--- config.mk ---
export PLATFORM = sky130hd
export DESIGN_NAME = mem_arbiter
export DESIGN_NICKNAME = d
export VERILOG_FILES = /design/src/rtl/mem_arbiter.sv
export SDC_FILE = /design/constraint.sdc
export NUM_CORES = 1
export LEC_CHECK = 0
export ABC_AREA = 1
export BUFFER_PORTS_ARGS = -buffer_cell sky130_fd_sc_hd__clkbuf_2
export CAP_MARGIN = 20
export CORE_AREA = 10 10 108 134
export DETAILED_ROUTE_END_ITERATION = 8
export DIE_AREA = 0 0 118 144
export PLACE_DENSITY_LB_ADDON = 0.08
export SYNTH_ARGS = -nofsm -noshare
export SYNTH_HDL_FRONTEND = slang
export SYNTH_SLANG_ARGS = --single-unit
--- constraint.sdc ---
create_clock -name clk -period 2.8 [get_ports clk]
set_clock_uncertainty 0.2 [all_clocks]
set_input_delay 0 -clock clk [delete_from_list [all_inputs] [get_ports clk]]
set_output_delay 0 -clock clk [all_outputs]
set_load 0.01 [all_outputs]
--- src/rtl/mem_arbiter.sv ---
// Arbiter/sequencer sharing one single-port memory between instruction fetch
// (port 0) and load/store (port 1), with round-robin ties and a WAIT timeout.
//
// Ports:
//   clk, rst            rising-edge clock; synchronous active-low reset
//   pN_req_valid/ready  request handshake from port N (ready combinational)
//   pN_addr/wen/wdata/wmask  request fields, sampled only on acceptance
//   pN_resp_valid/err   one-cycle response pulse and timeout flag to port N
//   resp_rdata          read data shared by both ports
//   mem_valid/ready     request handshake toward the memory
//   mem_addr/wen/wdata/wmask  latched request fields toward the memory
//   mem_rvalid/rdata    memory completion (read data valid / write ack)
module mem_arbiter #(
    parameter int ADDR_W  = 32,
    parameter int DATA_W  = 32,
    parameter int TIMEOUT = 255
) (
    input  logic                clk,
    input  logic                rst,

    input  logic                p0_req_valid,
    output logic                p0_req_ready,
    input  logic [ADDR_W-1:0]   p0_addr,
    input  logic                p0_wen,
    input  logic [DATA_W-1:0]   p0_wdata,
    input  logic [DATA_W/8-1:0] p0_wmask,
    output logic                p0_resp_valid,
    output logic                p0_resp_err,

    input  logic                p1_req_valid,
    output logic                p1_req_ready,
    input  logic [ADDR_W-1:0]   p1_addr,
    input  logic                p1_wen,
    input  logic [DATA_W-1:0]   p1_wdata,
    input  logic [DATA_W/8-1:0] p1_wmask,
    output logic                p1_resp_valid,
    output logic                p1_resp_err,

    output logic [DATA_W-1:0]   resp_rdata,

    output logic                mem_valid,
    input  logic                mem_ready,
    output logic [ADDR_W-1:0]   mem_addr,
    output logic                mem_wen,
    output logic [DATA_W-1:0]   mem_wdata,
    output logic [DATA_W/8-1:0] mem_wmask,
    input  logic                mem_rvalid,
    input  logic [DATA_W-1:0]   mem_rdata
);

    localparam int MASK_W = DATA_W / 8;
    localparam logic [15:0] TO_LAST = 16'(TIMEOUT - 1);

    typedef enum logic [1:0] {
        ST_IDLE,
        ST_ISSUE,
        ST_WAIT,
        ST_RESP
    } state_t;

    state_t              r_state;
    state_t              w_state_nxt;

    logic                r_last_grant;
    logic                r_owner;
    logic [15:0]         r_cnt;

    logic                r_mem_valid;
    logic [ADDR_W-1:0]   r_mem_addr;
    logic                r_mem_wen;
    logic [DATA_W-1:0]   r_mem_wdata;
    logic [MASK_W-1:0]   r_mem_wmask;

    logic [DATA_W-1:0]   r_rdata;
    logic                r_resp_valid0;
    logic                r_resp_valid1;
    logic                r_resp_err0;
    logic                r_resp_err1;

    logic                w_idle;
    logic                w_gnt0;
    logic                w_gnt1;
    logic                w_acc0;
    logic                w_acc1;
    logic                w_accept;
    logic                w_in_issue;
    logic                w_in_wait;
    logic                w_done_ok;
    logic                w_done_to;
    logic                w_done;
    logic                w_mem_valid_nxt;

    // On a tie the port that did not win last time is granted; a lone
    // valid port always wins.
    always_comb begin
        w_gnt0 = p0_req_valid & (~p1_req_valid | r_last_grant);
        w_gnt1 = p1_req_valid & (~p0_req_valid | ~r_last_grant);
    end

    always_comb begin
        w_idle     = (r_state == ST_IDLE);
        w_in_issue = (r_state == ST_ISSUE);
        w_in_wait  = (r_state == ST_WAIT);
        w_acc0     = w_idle & w_gnt0;
        w_acc1     = w_idle & w_gnt1;
        w_accept   = w_acc0 | w_acc1;
        // A completion always beats a timeout landing in the same cycle.
        w_done_ok  = w_in_wait & mem_rvalid;
        w_done_to  = w_in_wait & ~mem_rvalid & (r_cnt == TO_LAST);
        w_done     = w_done_ok | w_done_to;
        w_mem_valid_nxt = w_accept | (w_in_issue & ~mem_ready);
    end

    always_ff @(posedge clk) begin
        if (!rst) begin
            r_state <= ST_IDLE;
        end else begin
            r_state <= w_state_nxt;
        end
    end

    always_comb begin
        w_state_nxt = r_state;
        case (r_state)
            ST_IDLE: begin
                if (w_accept) begin
                    w_state_nxt = ST_ISSUE;
                end
            end
            ST_ISSUE: begin
                if (mem_ready) begin
                    w_state_nxt = ST_WAIT;
                end
            end
            ST_WAIT: begin
                if (w_done) begin
                    w_state_nxt = ST_RESP;
                end
            end
            ST_RESP: begin
                w_state_nxt = ST_IDLE;
            end
            default: begin
                w_state_nxt = ST_IDLE;
            end
        endcase
    end

    always_ff @(posedge clk) begin
        if (!rst) begin
            r_last_grant  <= 1'b1;
            r_owner       <= 1'b0;
            r_cnt         <= '0;
            r_mem_valid   <= 1'b0;
            r_mem_addr    <= '0;
            r_mem_wen     <= 1'b0;
            r_mem_wdata   <= '0;
            r_mem_wmask   <= '0;
            r_rdata       <= '0;
            r_resp_valid0 <= 1'b0;
            r_resp_valid1 <= 1'b0;
            r_resp_err0   <= 1'b0;
            r_resp_err1   <= 1'b0;
        end else begin
            if (w_accept) begin
                r_owner      <= w_acc1;
                r_last_grant <= w_acc1;
                r_mem_addr   <= w_acc1 ? p1_addr  : p0_addr;
                r_mem_wen    <= w_acc1 ? p1_wen   : p0_wen;
                r_mem_wdata  <= w_acc1 ? p1_wdata : p0_wdata;
                r_mem_wmask  <= w_acc1 ? p1_wmask : p0_wmask;
            end

            r_mem_valid <= w_mem_valid_nxt;

            // Cleared while issuing so the first WAIT cycle sees zero.
            if (w_in_issue) begin
                r_cnt <= '0;
            end else if (w_in_wait) begin
                r_cnt <= r_cnt + 16'd1;
            end

            if (w_done_ok) begin
                r_rdata <= mem_rdata;
            end else if (w_done_to) begin
                r_rdata <= '0;
            end

            r_resp_valid0 <= w_done & ~r_owner;
            r_resp_valid1 <= w_done & r_owner;
            r_resp_err0   <= w_done_to & ~r_owner;
            r_resp_err1   <= w_done_to & r_owner;
        end
    end

    assign p0_req_ready  = w_acc0;
    assign p1_req_ready  = w_acc1;
    assign p0_resp_valid = r_resp_valid0;
    assign p1_resp_valid = r_resp_valid1;
    assign p0_resp_err   = r_resp_err0;
    assign p1_resp_err   = r_resp_err1;
    assign resp_rdata    = r_rdata;
    assign mem_valid     = r_mem_valid;
    assign mem_addr      = r_mem_addr;
    assign mem_wen       = r_mem_wen;
    assign mem_wdata     = r_mem_wdata;
    assign mem_wmask     = r_mem_wmask;

endmodule

Word-level counts from Yosys, hierarchy flattened. Cells that the tools add are included.

Input port bits: 176. Register bits: 126. Word-level logic and storage cells: 60.

Mux-type cells: 10. Bitwise gates (word level): 24. Equality and inequality tests: 7. Add/sub/neg operators: 1. Reductions and logical operators: 4.

Operator list (count): 2-to-1 mux 32 bit (4); adder 16 x 1 -> 16 bit, second input constant (1); == test 16 x 8 -> 1 bit, second input constant (1); bitwise AND 1 bit (12); one-hot mux 2 bit (4 select lines) (1); NOT 1 bit (7); 2-to-1 mux 2 bit (3); OR 1 bit (5); == test 2 bit, second input constant (2); 2-to-1 mux 4 bit (1); inequality test 2 x 1 -> 1 bit, second input constant (2); AND reduction 3 bit (1); == test 2 x 1 -> 1 bit, second input constant (1); logical NOT 2 bit (1); inequality test 2 bit, second input constant (1); nonzero test 2 bit (1); OR reduction 2 bit (1); 2-to-1 mux 1 bit (1).

Longest topological paths before layout.
Depth after elaboration: 7. Depth in mapped cells: 12.

Least setup slack after synthesis. No wires, ideal clock.

Kind: reg2reg. From: reg r_state[0]. To: reg r_rdata[11] (netlist: resp_rdata[11]). Data arrival time: 1362 ps. Setup slack: 1106 ps. Buffers on the path: 2. Clock period less this slack: 1694 ps. Library setup time: 132 ps. Stages on the path, launching flop included: 12. Path through: dfxtp_1 inv_1 ha_1 buf_4 inv_2 nor2_1 nand3_1 nor2_2 nand3_4 buf_6 nand3_2 a21oi_1.

Cells in the longest elaborated chain, start to end: 4. Elaborated cells between the ends (all ways): 6. Those cells by class: eq/ne: 1; mux: 1; bitwise: 3; reduce/logical: 1.

Ends and longest elaborated chain: start: declaration (RTL line 61) `state_t r_state;`; start signal: assignment (RTL line 118) `r_state <= w_state_nxt;`; == test 2 bit * (RTL line 103) `w_in_wait = (r_state == ST_WAIT);`; bitwise AND 1 bit (2 in a row) (RTL line 109) `w_done_to = w_in_wait & ~mem_rvalid & (r_cnt == TO_LAST);`; nonzero test 2 bit (no source line); end signal: assignment (RTL line 184) `r_rdata <= mem_rdata;`; end: declaration (RTL line 74) `logic [DATA_W-1:0] r_rdata;`.

Every way passes the cells marked *; elsewhere a longest branch is shown, timed or not. A chain may end at the register's enable or synchronous reset.

Final worst setup path.
From: reg r_state[0]. To: reg r_rdata[31] (netlist: resp_rdata[31]).

The elaborated chain is that of the path after synthesis.

==> qor.csv <==
metric,value,unit
drtIter0Drc,500,
hp-class,in2reg,
antennaDiodeCount,0,
regToRegSetupSlack,0.14,ns
syn_avg_cell_area,7.46,µm²
final_util,84.2,%
synthTopCellsByArea,"dfxtp_1 44%, nand2_1 13%, o211ai_1 9.1%, nand3_1 7.1%, inv_1 6.2%",
drv_slew,0,
min-delay-start,p0_req_valid,
drive_gt1_share,30.0,%
num_rows,45,
vias_per_cell,5.19,
ys_warn_count,0,
fin_setup_tns,0,ns
cts_made_buffers,17,
hold_end,r_last_grant,
yosysUniqueCellTypes,30,
final_nets,1433,
post_drt_wl_per_cell,17.5,µm
rsz0062_at_grt,no,
clkTransAtPathRegs,0.06,ns
fin_crit_sh,95.1,%
power.leakage,0.00501,µW
die_h,144,µm
syn_inst,777,
critPathCaptureType,flip-flop,
final_cell_mix,"283 x clkbuf_2, 208 x dlygate4sd3_1, 205 x nand2_1, 126 x dfxtp_1, 96 x inv_1",
layout_commonest_cell,clkbuf_2,
overflow,0,
cts_tree,done,
whs_path_depth,5,
drcViolationCount,0,
fp.dieW,118,µm
drtPass1Iterations,5,
hpwl,14000,µm
synth_nets,959,
worst-path-max-fanout,11,
hold_violations,0,
r2r_cells,11,
arrival,2.74,ns
instances_no_fill,1428,
p_total,8160,µW
port_buffers,283,
clock-sinks,126,
routabilityCongestion,0.843,
min_period,2.66,ns
startpoint_type,flip-flop,
grt_pass1_wl,38500,µm
netlist_area,5800,µm²
fmax,376,MHz
vias,7414,
antenna_found_initial,0,
crit_type,reg2reg,
ant_nets,0,
worstPathRequired,2.88,ns
groute.usage.overall,28.0,%
peakVddDrop,0.507,mV
pin_count,284,
clockRootBuffer,clkbuf_16,
clock_latency,0.41,ns
die-area,17000,µm²
yosysTopAreaCell,dfxtp_1,
initial_core_util,48.6,%
synth_seq_cells,126,
rr_endpoint,resp_rdata[31],
grt_max_degree,74,
synth-seq-area-share,43.5,%
h-tree-depth,4,
dp_cells,1184,
r2r_start,r_state[0],
syn_to_final_growth,73.5,%
worst_slew_pin_slew,0.818,ns
max-cap-violations,0,
slew_headroom,45.5,%
first_global_vias,7640,
core_area,11900,µm²
power_density,812,nW/µm²
synth_top_area_share,43.5,%
wirelength,25000,µm
clock_path_buffers,2,
outcome,"complete, no violations",
finalSetupViolations,0,
[Yosys cell counts]
library cell  number
a21oi_1           45
buf_1              6
buf_2             26
buf_4              5
buf_6              3
clkbuf_1          11
dfxtp_1          126
ha_1               6
inv_1             96
inv_2              5
nand2_1          207
nand2_2            3
nand3_1           82
nand3_2           28
nand3_4            1
nand3b_1           1
nand4_1            1
nand4_2            1
nor2_1            31
nor2_2             3
nor2_4             2
nor3_1             5
nor3_2             3
nor3b_1            1
o211ai_1          70
o21a_1             1
o21ai_0            5
o21ai_1            1
o22ai_1            1
xor2_1             1
[critical path, stage by stage (launching register included)]
cell and delay, ns:
dfxtp_1 0.31, inv_1 0.12, ha_2 0.29, inv_2 0.09
nor2_1 0.09, nand3_1 0.09, nor2_2 0.14, nand3_4 0.15
buf_4 0.23, nand3_1 0.10, a21oi_1 0.08, dlygate4sd3_1 0.63
[report_power, final]
group	switching (µW)	internal [µW]	total (µW)	leakage, µW
logic	1810	1610	3430	0.00368
registers	262	2220	2480	0.00104
clock network	834	1420	2260	0.000296
total	2910	5260	8160	0.00501
[what timing repair did]
item                                    CTS  global route
hold endpoints to repair                107             0
hold buffers                            208             0
endpoints found under the setup margin    0            97
gates resized for setup                   0            10
setup buffers                             0             4
[registers in the layout, summed over array words and instances, names as in the netlist]
name and cells:
mem_wdata 32, resp_rdata 32, p0_resp_err 1, p1_resp_err 1, r_owner 1, p0_resp_valid 1, r_state 2, mem_valid 1
p1_resp_valid 1, mem_addr 32, mem_wmask 4, r_cnt 16, r_last_grant 1, mem_wen 1
[per-stage QoR]
| step | setup WS, ns | instance area [µm²] | hold WS (ns) |
|---|---|---|---|
| floorplan | 1.11 | 5800 | -0.107 |
| global placement | 0.655 | 7300 | 0.0397 |
| detailed placement | 0.567 | 7300 | 0.0388 |
| CTS | 0.0333 | 9990 | 0.114 |
| global route | 0.000462 | 10100 | 0.0825 |
| finish | 0.137 | 10100 | 0.0254 |
[routing by layer]
layer | GRT usage [%] | wire length [µm] | up-vias
li1 | - | - | 3486
met2 | 49.7 | 12600 | 398
met5 | 0 | 0 | -
met3 | 8.89 | 1870 | 115
met4 | 18.1 | 1610 | 0
met1 | 27.9 | 8930 | 3415
[how the worst max path moves through the flow]
stage,startpoint,to,slack (ns),depth (start not counted)
after floorplan,r_state[0],resp_rdata[11],1.11,11
after global placement,r_state[0],resp_rdata[0],0.65,10
after detailed placement,r_state[0],mem_wdata[24],0.57,10
after CTS,r_state[0],mem_wdata[24],0.03,11
after global routing,r_state[0],resp_rdata[31],0.0005,11
final,r_state[0],resp_rdata[31],0.14,11
[cells by family after synthesis]
group / after synthesis / share of synthesized area, %
simple gates: 369 / 30.2
xor+xnor: 1 / 0.151
flops: 126 / 43.5
fa+ha+maj: 6 / 1.30
buf+inv: 152 / 11.1
compound gates: 123 / 13.7
[cell type report]
type	instances	area, µm²
Timing Repair Buffer	506	3690
Multi-Input combinational cell	499	2640
Sequential cell	126	2520
Fill cell	686	1880
Clock buffer	18	439
Inverter	101	384
Tap cell	164	205
Clock inverter	14	169
Note: power is estimated with default switching activity, not from simulation.
